File: config.mk
export PLATFORM = sky130hd
export DESIGN_NAME = ps2_host_tx
export DESIGN_NICKNAME = d
export VERILOG_FILES = /design/src/rtl/ps2_pkg.sv /design/src/rtl/ps2_line_sync.sv /design/src/rtl/ps2_host_tx.sv
export SDC_FILE = /design/constraint.sdc
export NUM_CORES = 1
export LEC_CHECK = 0
export BUFFER_PORTS_ARGS = -buffer_cell sky130_fd_sc_hd__clkbuf_2
export CAP_MARGIN = 20
export CELL_PAD_IN_SITES_DETAIL_PLACEMENT = 0
export CELL_PAD_IN_SITES_GLOBAL_PLACEMENT = 1
export CORE_AREA = 2 2 73 109
export DETAILED_ROUTE_END_ITERATION = 10
export DIE_AREA = 0 0 75 111
export GPL_TIMING_DRIVEN = 0
export HOLD_SLACK_MARGIN = 0.02
export PLACE_DENSITY_LB_ADDON = 0.1
export SLEW_MARGIN = 30
export SYNTH_ARGS = -nofsm -noshare
export SYNTH_HDL_FRONTEND = slang
export SYNTH_SLANG_ARGS = --single-unit
File: constraint.sdc
create_clock -name CLK -period 2.88 [get_ports CLK]
set_input_delay 0.576 -clock CLK [delete_from_list [all_inputs] [get_ports CLK]]
set_output_delay 0.576 -clock CLK [all_outputs]
set_load 0.03 [all_outputs]
File: src/rtl/ps2_pkg.sv
// PS/2 host transmitter shared types and constants.
// Holds the FSM encoding, error codes and command bytes.
package ps2_pkg;

  typedef enum logic [2:0] {
    IDLE,
    INHIBIT,
    RTS,
    SEND,
    WAIT_ACK,
    WAIT_IDLE,
    ERR
  } ps2_state_t;

  localparam logic [1:0] ERR_NONE      = 2'd0;
  localparam logic [1:0] ERR_START_TMO = 2'd1;
  localparam logic [1:0] ERR_FRAME_TMO = 2'd2;
  localparam logic [1:0] ERR_NO_ACK    = 2'd3;

  localparam logic [7:0] CMD_LED   = 8'hED;
  localparam logic [7:0] CMD_RESET = 8'hFF;
  localparam logic [7:0] CMD_ECHO  = 8'hEE;

  function automatic logic odd_par(input logic [7:0] b);
    return ~^b;
  endfunction

  function automatic longint unsigned us_to_cyc(
    input int unsigned hz,
    input int unsigned us
  );
    return (64'(hz) * 64'(us)) / 64'd1_000_000;
  endfunction

endpackage

File: src/rtl/ps2_line_sync.sv
// Two-flop synchronizer for one PS/2 line.
// Also keeps the previous synced level for falling-edge detect.
module ps2_line_sync (
  input  logic clk,
  input  logic rst_n,
  input  logic line_in,
  output logic level,
  output logic fall
);

  logic s1_q;
  logic s2_q;
  logic prev_q;

  // idle bus is pulled high, so reset to 1 to avoid a fake edge
  always_ff @(posedge clk) begin
    if (!rst_n) begin
      s1_q   <= 1'b1;
      s2_q   <= 1'b1;
      prev_q <= 1'b1;
    end else begin
      s1_q   <= line_in;
      s2_q   <= s1_q;
      prev_q <= s2_q;
    end
  end

  assign level = s2_q;
  assign fall  = prev_q & ~s2_q;

endmodule

File: src/rtl/ps2_host_tx.sv
// PS/2 host-to-device command transmitter.
// Drives PS2CLK/PS2Data open-drain through output enables.
module ps2_host_tx
  import ps2_pkg::*;
#(
  parameter int unsigned CLK_HZ       = 100_000_000,
  parameter int unsigned INHIBIT_US   = 100,
  parameter int unsigned START_TMO_US = 15000,
  parameter int unsigned FRAME_TMO_US = 2000
) (
  input  logic       CLK,
  input  logic       RST_N,
  input  logic [7:0] TxData,
  input  logic       TxValid,
  output logic       TxReady,
  input  logic       PS2CLK_in,
  input  logic       PS2Data_in,
  output logic       PS2CLK_oe,
  output logic       PS2Data_oe,
  output logic       Busy,
  output logic       Done,
  output logic       Err,
  output logic [1:0] ErrCode
);

  localparam longint unsigned INH_CYC =
    us_to_cyc(CLK_HZ, INHIBIT_US);
  localparam longint unsigned START_CYC =
    us_to_cyc(CLK_HZ, START_TMO_US);
  localparam longint unsigned FRAME_CYC =
    us_to_cyc(CLK_HZ, FRAME_TMO_US);

  localparam longint unsigned MAX_A =
    (INH_CYC > START_CYC) ? INH_CYC : START_CYC;
  localparam longint unsigned MAX_CYC =
    (MAX_A > FRAME_CYC) ? MAX_A : FRAME_CYC;

  localparam int TW =
    (MAX_CYC > 1) ? $clog2(MAX_CYC) : 1;

  // loads are count-1 so each state lasts exactly count cycles
  localparam logic [TW-1:0] INH_LD   = TW'(INH_CYC - 1);
  localparam logic [TW-1:0] START_LD = TW'(START_CYC - 1);
  localparam logic [TW-1:0] FRAME_LD = TW'(FRAME_CYC - 1);

  logic clk_lvl;
  logic clk_fall;
  logic dat_lvl;
  logic unused_dat_fall;

  ps2_line_sync u_clk_sync (
    .clk     (CLK),
    .rst_n   (RST_N),
    .line_in (PS2CLK_in),
    .level   (clk_lvl),
    .fall    (clk_fall)
  );

  ps2_line_sync u_dat_sync (
    .clk     (CLK),
    .rst_n   (RST_N),
    .line_in (PS2Data_in),
    .level   (dat_lvl),
    .fall    (unused_dat_fall)
  );

  ps2_state_t    state_q;
  ps2_state_t    state_d;
  logic [TW-1:0] timer_q;
  logic [TW-1:0] timer_d;
  logic [3:0]    bitcnt_q;
  logic [3:0]    bitcnt_d;
  logic [8:0]    frame_q;
  logic [8:0]    frame_d;
  logic [1:0]    code_q;
  logic [1:0]    code_d;
  logic          tmo;
  logic          clk_oe;
  logic          dat_oe;
  logic          done;

  assign tmo = (timer_q == '0);

  always_ff @(posedge CLK) begin
    if (!RST_N) begin
      state_q  <= IDLE;
      timer_q  <= '0;
      bitcnt_q <= '0;
      frame_q  <= '0;
      code_q   <= ERR_NONE;
    end else begin
      state_q  <= state_d;
      timer_q  <= timer_d;
      bitcnt_q <= bitcnt_d;
      frame_q  <= frame_d;
      code_q   <= code_d;
    end
  end

  always_comb begin
    state_d  = state_q;
    timer_d  = tmo ? '0 : timer_q - 1'b1;
    bitcnt_d = bitcnt_q;
    frame_d  = frame_q;
    code_d   = code_q;
    clk_oe   = 1'b0;
    dat_oe   = 1'b0;
    done     = 1'b0;
    unique case (state_q)
      IDLE: begin
        if (TxValid) begin
          state_d  = INHIBIT;
          frame_d  = {odd_par(TxData), TxData};
          bitcnt_d = '0;
          timer_d  = INH_LD;
        end
      end
      INHIBIT: begin
        clk_oe = 1'b1;
        if (tmo) begin
          state_d = RTS;
          timer_d = START_LD;
        end
      end
      RTS: begin
        dat_oe = 1'b1;
        if (clk_fall) begin
          state_d  = SEND;
          bitcnt_d = '0;
          timer_d  = FRAME_LD;
        end else if (tmo) begin
          state_d = ERR;
          code_d  = ERR_START_TMO;
        end
      end
      SEND: begin
        dat_oe = ~frame_q[bitcnt_q];
        if (tmo) begin
          state_d = ERR;
          code_d  = ERR_FRAME_TMO;
        end else if (clk_fall) begin
          if (bitcnt_q == 4'd8) begin
            state_d = WAIT_ACK;
          end else begin
            bitcnt_d = bitcnt_q + 1'b1;
          end
        end
      end
      WAIT_ACK: begin
        if (tmo) begin
          state_d = ERR;
          code_d  = ERR_FRAME_TMO;
        end else if (clk_fall) begin
          if (!dat_lvl) begin
            state_d = WAIT_IDLE;
          end else begin
            state_d = ERR;
            code_d  = ERR_NO_ACK;
          end
        end
      end
      WAIT_IDLE: begin
        if (tmo) begin
          state_d = ERR;
          code_d  = ERR_FRAME_TMO;
        end else if (clk_lvl && dat_lvl) begin
          done    = 1'b1;
          state_d = IDLE;
        end
      end
      ERR: begin
        state_d = IDLE;
      end
      default: begin
        state_d = IDLE;
      end
    endcase
  end

  assign TxReady    = (state_q == IDLE);
  assign Busy       = ~TxReady;
  assign Done       = done;
  assign Err        = (state_q == ERR);
  assign ErrCode    = Err ? code_q : ERR_NONE;
  assign PS2CLK_oe  = clk_oe;
  assign PS2Data_oe = dat_oe;

endmodule

==> run summary, run 1 <==
The flow ran to the end, and the final reports show no timing, DRC or antenna violations. The most common library cell in the layout ignoring fill and taps was sky130_fd_sc_hd__nand2_1. The transition time at the pin with the least slew margin is 0.705 ns. The ratio of cells with drive above 1 in the final layout works out to 0.163. The run gives 14 as the maximum number of pins on one net before global-route repair. The die is 75 um wide.

The run gives 2229 as the via count of the first global-routing pass. During I/O placement, the number of pins put on the boundary was 21. The count of nets left with antenna violations once routing finished came out at 0.

The clock passes through at most 2 buffers. The count of antenna diodes in the layout is 0, and the weighted congestion at the end of routability-driven global placement is 0.824. The completed layout was analyzed and its total power is 3.37 mW. Global routing usage on met3: 0.0291.

TritonCTS built the clock tree. The average instance in the mapped netlist occupies 8.13 sq um. The logs give 44 for the sink count of the clock tree and 2.21 ns for the critical path arrival. The tools report the cell at the root of the clock tree as sky130_fd_sc_hd__clkbuf_16.

The Yosys step of the flow raised 0 warnings. Primary flip-flop cell chosen by synthesis mapping: sky130_fd_sc_hd__dfxtp_1. For the final routed database, the setup TNS stands at 0 ns. Distinct cell type count after synthesis: 52. For this block, the routed nets add up to 7080 um of wire. The total area inside the core boundary comes to 7470 sq um. In the post-synthesis netlist, the biggest area contributors are sky130_fd_sc_hd__dfxtp_1 35%, sky130_fd_sc_hd__nand2_1 6.1%, sky130_fd_sc_hd__a21oi_1 5.8%, sky130_fd_sc_hd__xnor2_1 4.9%, sky130_fd_sc_hd__nor3_1 3.4%.

The maximum level of the CTS H-tree was 2. The floorplan step set the die height to 111 um. The synthesized design contains 0 enable-type register cells. The tightest min-delay check is of the flop to flop type. The post-synthesis async set-or-reset flop share was 0; the global routing met2 resource utilization was 0.312. Total DRC errors in the routed layout: 0. Summing every instance area after synthesis gives 2510 sq um. The final period utilization came out at 0.968. Of all nets on the critical path, the largest fanout is 4.

The logs give 5390 um for the estimated wirelength of the detail-placed design and 111 for the DRC marker count from the first detailed-route iteration. Setup repair after global routing left no endpoint under its margin. The logs give 359 MHz for the maximum clock frequency and 326 for the total nets after synthesis. The largest total area in the synthesized netlist belongs to sky130_fd_sc_hd__dfxtp_1. The later pin in the worst-skew pair is clocked with a latency of 0.29 ns. The run gives 0 as the final number of setup-violating endpoints.

The synthesized instance count is 309, and the maximum clock skew at final layout is 0.00454 ns. The run gives 354 as the net count of the finished layout. The met1 track demand over resource is 0.218, and the number of cells in the finished layout apart from fillers is 440.

The hold slack came out at 0.404 ns. The part of the Yosys area used for sequential elements was 0.351. met2 is the most crowded layer. The number of placed instances, taps included, is 431.

Power per standard cell area: 1140 nW/um^2. The worst-case headroom to the max-slew limit is 0.525, and the number of failing hold endpoints at the final stage is 0. The clock period could shrink to 2.79 ns. The clock slew at the register clock pins of the worst setup and hold paths came out at 0.06 ns. The run gives 0.182 as the overall global routing resource usage. Capturing element type of the critical path: a primary output. The layout overhead on the synthesized area was 17.8%. The logs give 39 for the count of standard-cell rows and 0.357 mV for the worst voltage drop across the vdd grid. The leakage power of the design was 1.10 nW; the register bit total from synthesis was 44. Required time of the critical path: 2.30 ns.

The total via count in the routed design was 2315; the number of CTS-inserted buffers was 5. The logs give 0.336 for the effective utilization at floorplan and 8330 sq um for the area enclosed by the die boundary. The run gives 0 as the total of max-cap violations. The initial antenna violation count is 0.

The first-pass GRT wire length is 11500 um. Using the TritonRoute via totals, the vias-per-cell ratio works out to 5.26. The average routed wire per standard cell was 16.1 um.

The launching element type of the critical path is a flop. After clock tree synthesis, the flow added hold-fix buffers numbering 0. The fraction of post-synthesis cell area in the top cell type by area came out at 0.351. Fill cells in the final layout number 791.

In the layout the commonest cells are 41 x sky130_fd_sc_hd__nand2_1, 40 x sky130_fd_sc_hd__dfxtp_1, 29 x sky130_fd_sc_hd__a21oi_1, 19 x sky130_fd_sc_hd__clkbuf_2, 17 x sky130_fd_sc_hd__nor3_1. Count of input and output buffers: 20. Classification of the worst setup path: flop to primary output. The count of final max-slew check failures was 0.

The total overflow reported by the global router is 0. For this run, the detailed router's first-pass iteration total came to 4.
-- synthesized netlist by cell type, types with 4 or more instances --
library cell               number
sky130_fd_sc_hd__a211oi_1       8
sky130_fd_sc_hd__a21oi_1       29
sky130_fd_sc_hd__and2_1         4
sky130_fd_sc_hd__clkbuf_1      15
sky130_fd_sc_hd__dfxtp_1       44
sky130_fd_sc_hd__ha_1           4
sky130_fd_sc_hd__inv_1          9
sky130_fd_sc_hd__nand2_1       41
sky130_fd_sc_hd__nand2b_1      11
sky130_fd_sc_hd__nand3_1       11
sky130_fd_sc_hd__nor2_1        11
sky130_fd_sc_hd__nor3_1        17
sky130_fd_sc_hd__nor4_1         5
sky130_fd_sc_hd__o21ai_0        9
sky130_fd_sc_hd__or3_1          6
sky130_fd_sc_hd__or4_1          4
sky130_fd_sc_hd__xnor2_1       14
sky130_fd_sc_hd__xor2_1         9
-- worst paths after layout --
path | from | cells past startpoint | end | slack [ns]
max reg2reg | timer_q[15] | 6 | timer_q[8] | 0.52
min reg2reg | u_dat_sync.s1_q | 1 | u_dat_sync.level | 0.40
min | u_dat_sync.s1_q | 1 | u_dat_sync.level | 0.40
max | timer_q[15] | 6 | Done | 0.09
-- worst max-delay path: stages, from the launching register on --
cell and delay [ns]:
sky130_fd_sc_hd__dfxtp_2 0.34, sky130_fd_sc_hd__or4_4 0.56, sky130_fd_sc_hd__or4_4 0.55, sky130_fd_sc_hd__nor2_4 0.13
sky130_fd_sc_hd__buf_8 0.12, sky130_fd_sc_hd__nor3_1 0.04, sky130_fd_sc_hd__buf_4 0.18
-- what timing repair did --
item	in CTS	in global routing
resized for setup	8	3
pin swaps	2	2
endpoints found under the setup margin	1	2
setup buffers	3	0
-- metrics by stage --
step                      cell area, sq um  worst slack (ns)  utilization
after floorplan                       2510             0.379            -
after global placement                2740            0.0429        0.367
after detailed placement              2740            0.0572        0.368
after CTS                             2960            0.0146        0.396
after global routing                  2960            0.0266        0.396
final                                 2960            0.0913        0.396
-- state kept, by name (all words and copies together), names as in the netlist --
name               flops
bitcnt_q               4
code_q                 2
frame_q                9
state_q                3
timer_q               21
u_clk_sync.level       1
u_clk_sync.prev_q      1
u_clk_sync.s1_q        1
u_dat_sync.level       1
u_dat_sync.s1_q        1
-- layer usage --
layer	wire length, um	part of all wire	up-vias
met3	158	0.022	16
met5	0	0	-
met2	3740	0.53	39
li1	-	-	1165
met1	2990	0.42	1095
met4	184	0.026	0
-- area by class of cell --
type | count | area (sq um) | share of cell area
Multi-Input combinational cell | 238 | 1530 | 0.518
Timing Repair Buffer | 23 | 125 | 0.0423
Clock buffer | 7 | 153 | 0.0516
Buffer | 16 | 71.3 | 0.0241
Clock inverter | 1 | 30.0 | 0.0102
Tap cell | 102 | 128 | 0.0431
Inverter | 9 | 33.8 | 0.0114
Sequential cell | 44 | 886 | 0.299
-- report_power, final --
part / total [mW] / leakage [nW] / internal, mW / switching, mW
sequential: 0.909 / 0.362 / 0.767 / 0.142
combinational: 1.76 / 0.645 / 0.642 / 1.11
clock: 0.700 / 0.0901 / 0.457 / 0.243
total: 3.37 / 1.10 / 1.87 / 1.50
-- kinds of logic (layout without fill, tap and decap cells) --
family / after synthesis / count (layout) / synth area share
buffers and inverters: 27 / 56 / 0.0463
AOI/OAI and AO/OA: 72 / 72 / 0.186
DFF: 44 / 44 / 0.351
and+or+nand+nor: 134 / 134 / 0.287
adders and majority gates: 4 / 4 / 0.0199
muxes: 5 / 5 / 0.0299
xor gates and xnor gates: 23 / 23 / 0.0802
No activity file was read; power rests on OpenSTA's default activity.
==> run 2, diff against run 1 <==
--- a/config.mk
+++ b/config.mk
@@ -9,9 +9,9 @@
 export CAP_MARGIN = 20
 export CELL_PAD_IN_SITES_DETAIL_PLACEMENT = 0
 export CELL_PAD_IN_SITES_GLOBAL_PLACEMENT = 1
-export CORE_AREA = 2 2 73 109
+export CORE_AREA = 3 3 74 110
 export DETAILED_ROUTE_END_ITERATION = 10
-export DIE_AREA = 0 0 75 111
+export DIE_AREA = 0 0 77 113
 export GPL_TIMING_DRIVEN = 0
 export HOLD_SLACK_MARGIN = 0.02
 export PLACE_DENSITY_LB_ADDON = 0.1
==> run 2 against run 1 <==
Compared with the run above: highest routed layer unchanged; combinational power rose by 12%; die area rose by 4.5%; sequential cell count did not move.
==> run summary, run 2 (synthesized netlist as in run 1, its figures left out) <==
The required time of the critical path came out at 2.30 ns (about the same). Flip-flop count of the largest register, all copies and words added: 21 (unchanged). The number of vias per cell came out at 5.11 (was 5.26). The floorplan die height came out at 113 um (was 111 um). Source of the worst register-to-register timing path: timer_q[0] (was timer_q[15]).

The count of antenna diodes in the layout is 0 (unchanged). The worst-path maximum fanout came out at 3 (was 4). The run finished with clean final reports. The run gives 2 (unchanged) as the maximum level of the CTS H-tree.

The overall global routing resource usage was 0.176 (was 0.182). The tools report the maximum clock skew at final layout as 0.00924 ns (was 0.00454 ns). The clock slew at the register clock pins of the worst setup and hold paths came out at 0.09 ns (was 0.06 ns).

The path type of the worst min-delay path was flop to flop (unchanged). The tools report the capture point of the worst path as Done (unchanged). The layout overhead on the synthesized area was 21.4% (was 17.8%). The final wirelength was 7130 um (was 7080 um); the number of failing hold endpoints at the final stage was 0 (unchanged). The first-pass GRT wire length is 12100 um (was 11500 um), and the count of standard-cell rows is 38 (was 39). Count of final max-slew check failures: 0 (unchanged). The tools report the start point of the critical path as timer_q[0] (was timer_q[15]).

The tools report the area enclosed by the die boundary as 8700 sq um (was 8330 sq um). The count of cells along the worst register-to-register path works out to 16 (was 6). The cell at the root of the clock tree is sky130_fd_sc_hd__clkbuf_8 (was sky130_fd_sc_hd__clkbuf_16).

The number of top-level pins is 21 (unchanged). Launching element type of the critical path: a flop (unchanged). The initial antenna violation count came out at 0 (unchanged). The register name with the most flops is timer_q (unchanged).

The net count of the finished layout is 370 (was 354). The later-pin clock latency in the skew report is 0.31 ns (was 0.29 ns). The average routed wire per standard cell is 15.7 um (was 16.1 um). Worst reg2reg path endpoint: timer_q[8] (unchanged). The maximum clock frequency is 360 MHz (was 359 MHz), and the worst voltage drop across the vdd grid is 0.404 mV (was 0.357 mV). Final period utilization: 0.966 (was 0.968). Commonest non-fill, non-tap cells in the layout: 40 x sky130_fd_sc_hd__nand2_1, 40 x sky130_fd_sc_hd__dfxtp_1, 29 x sky130_fd_sc_hd__a21oi_1, 20 x sky130_fd_sc_hd__buf_4, 19 x sky130_fd_sc_hd__clkbuf_2 (was 41 x sky130_fd_sc_hd__nand2_1, 40 x sky130_fd_sc_hd__dfxtp_1, 29 x sky130_fd_sc_hd__a21oi_1, 19 x sky130_fd_sc_hd__clkbuf_2, 17 x sky130_fd_sc_hd__nor3_1). Number of buffers between clock root and the deepest sink: 2 (unchanged).

The classification of the worst setup path is flop to primary output (unchanged). For the total overflow reported by the global router, the log shows 0 (unchanged). The total via count in the routed design is 2320 (was 2315), and the number of CTS-inserted buffers is 5 (unchanged).

The total of max-cap violations is 0 (unchanged), and the power per standard cell area is 1100 nW/um^2 (was 1140 nW/um^2). The ratio of cells with drive above 1 in the final layout was 0.220 (was 0.163). For the final-layout setup total negative slack, the log shows 0 ns (unchanged). Registers with the most flip-flops: timer_q x21, frame_q x9, bitcnt_q x4 (unchanged).

The setup slack after placement was 0.0438 ns (was 0.0572 ns). The run gives 2362 (was 2229) as the via count of the first global-routing pass. The worst-case headroom to the max-slew limit came out at 0.476 (was 0.525).

The run gives 16 (was 14) as the maximum number of pins on one net before global-route repair. The effective utilization at floorplan was 0.345 (was 0.336). Estimated wirelength of the detail-placed design: 5170 um (was 5390 um). The worst setup slack for register-to-register paths was 0.22 ns (was 0.52 ns). The die span in x is 77 um (was 75 um). Sink count of the clock tree: 44 (unchanged). The DRC marker count from the first detailed-route iteration was 116 (was 111); the worst path setup slack after routing was 0.0988 ns (was 0.0913 ns). Setup repair after global routing left no endpoint under its margin.

TritonCTS built the clock tree. The weighted congestion at the end of routability-driven global placement was 0.885 (was 0.824). The transition time at the pin with the least slew margin is 0.778 ns (was 0.705 ns), and the critical path arrival is 2.21 ns (about the same). The final number of setup-violating endpoints is 0 (unchanged), and the count of input and output buffers is 20 (unchanged). The time the final worst path needs with I/O delays and setup came out at 2.78 ns (was 2.79 ns).

The tools report the number of iterations in the first detailed-routing pass as 4 (unchanged). The tools report the leakage power of the design as 1.14 nW (was 1.10 nW). Capturing element type of the critical path: a primary output (unchanged).

The total DRC errors in the routed layout is 0 (unchanged). The area of the core was 7270 sq um (was 7470 sq um); the post-route antenna net violation count was 0 (unchanged).
==> run 2: layout make-up <==
| class | instances | area, sq um |
|---|---|---|
| Buffer | 16 | 67.6 |
| Timing Repair Buffer | 39 | 245 |
| Tap cell | 100 | 125 |
| Multi-Input combinational cell | 238 | 1570 |
| Fill cell | 758 | 4230 |
| Sequential cell | 44 | 888 |
| Inverter | 9 | 36.3 |
| Clock buffer | 5 | 68.8 |
| Clock inverter | 3 | 46.3 |
==> run 2: through the flow <==
| stage | util | instance area, sq um | hold slack (ns) | cells | total power, mW |
|---|---|---|---|---|---|
| floorplan | - | 2510 | 0.386 | 309 | 2.20 |
| global placement | 0.376 | 2740 | 0.389 | 429 | 2.66 |
| detailed placement | 0.377 | 2740 | 0.393 | 429 | 2.65 |
| CTS | 0.418 | 3040 | 0.414 | 455 | 3.37 |
| global route | 0.419 | 3050 | 0.442 | 454 | 3.63 |
| finish | 0.419 | 3050 | 0.411 | 454 | 3.37 |
==> run 2: report_power, final <==
part | internal (mW) | leakage (nW) | switching (mW)
combinational | 0.777 | 0.726 | 1.19
clock | 0.262 | 0.0548 | 0.236
sequential | 0.768 | 0.362 | 0.136
==> run 2: how the worst min path moves through the flow <==
stage | startpoint | endpoint | slack [ns] | cells after the start
after global placement | u_dat_sync.s1_q | u_dat_sync.level | 0.39 | 1
after floorplan | u_clk_sync.s1_q | u_clk_sync.level | 0.39 | 1
after detailed placement | u_dat_sync.s1_q | u_dat_sync.level | 0.39 | 1
after global routing | u_clk_sync.s1_q | u_clk_sync.level | 0.44 | 1
after CTS | u_dat_sync.s1_q | u_dat_sync.level | 0.41 | 1
final | u_dat_sync.s1_q | u_dat_sync.level | 0.41 | 1
==> run 2: worst max-delay path, stage by stage (launching register included) <==
cell                      delay, ns
sky130_fd_sc_hd__dfxtp_4       0.36
sky130_fd_sc_hd__inv_4         0.06
sky130_fd_sc_hd__ha_4          0.10
sky130_fd_sc_hd__or3b_4        0.37
sky130_fd_sc_hd__or4_4         0.52
sky130_fd_sc_hd__buf_6         0.14
sky130_fd_sc_hd__nor2_4        0.12
sky130_fd_sc_hd__nor3_2        0.05
sky130_fd_sc_hd__buf_4         0.18
==> run 2: routing by layer <==
metal  global-route usage  vias to the layer above  part of all wire
met3               0.0279                        9             0.035
met2                0.317                       42              0.51
met4               0.0511                        0             0.015
li1                     -                     1195                 -
met5                    0                        -                 0
met1                0.215                     1074              0.44
==> run 2: what timing repair did <==
action / in CTS / in global routing
resized for setup: 17 / 5
setup endpoints to repair: 1 / 3
buffers inserted: 19 / 0
endpoints found under the hold margin: 0 / 0
pin swaps: 4 / 1
hold buffers: 0 / 0
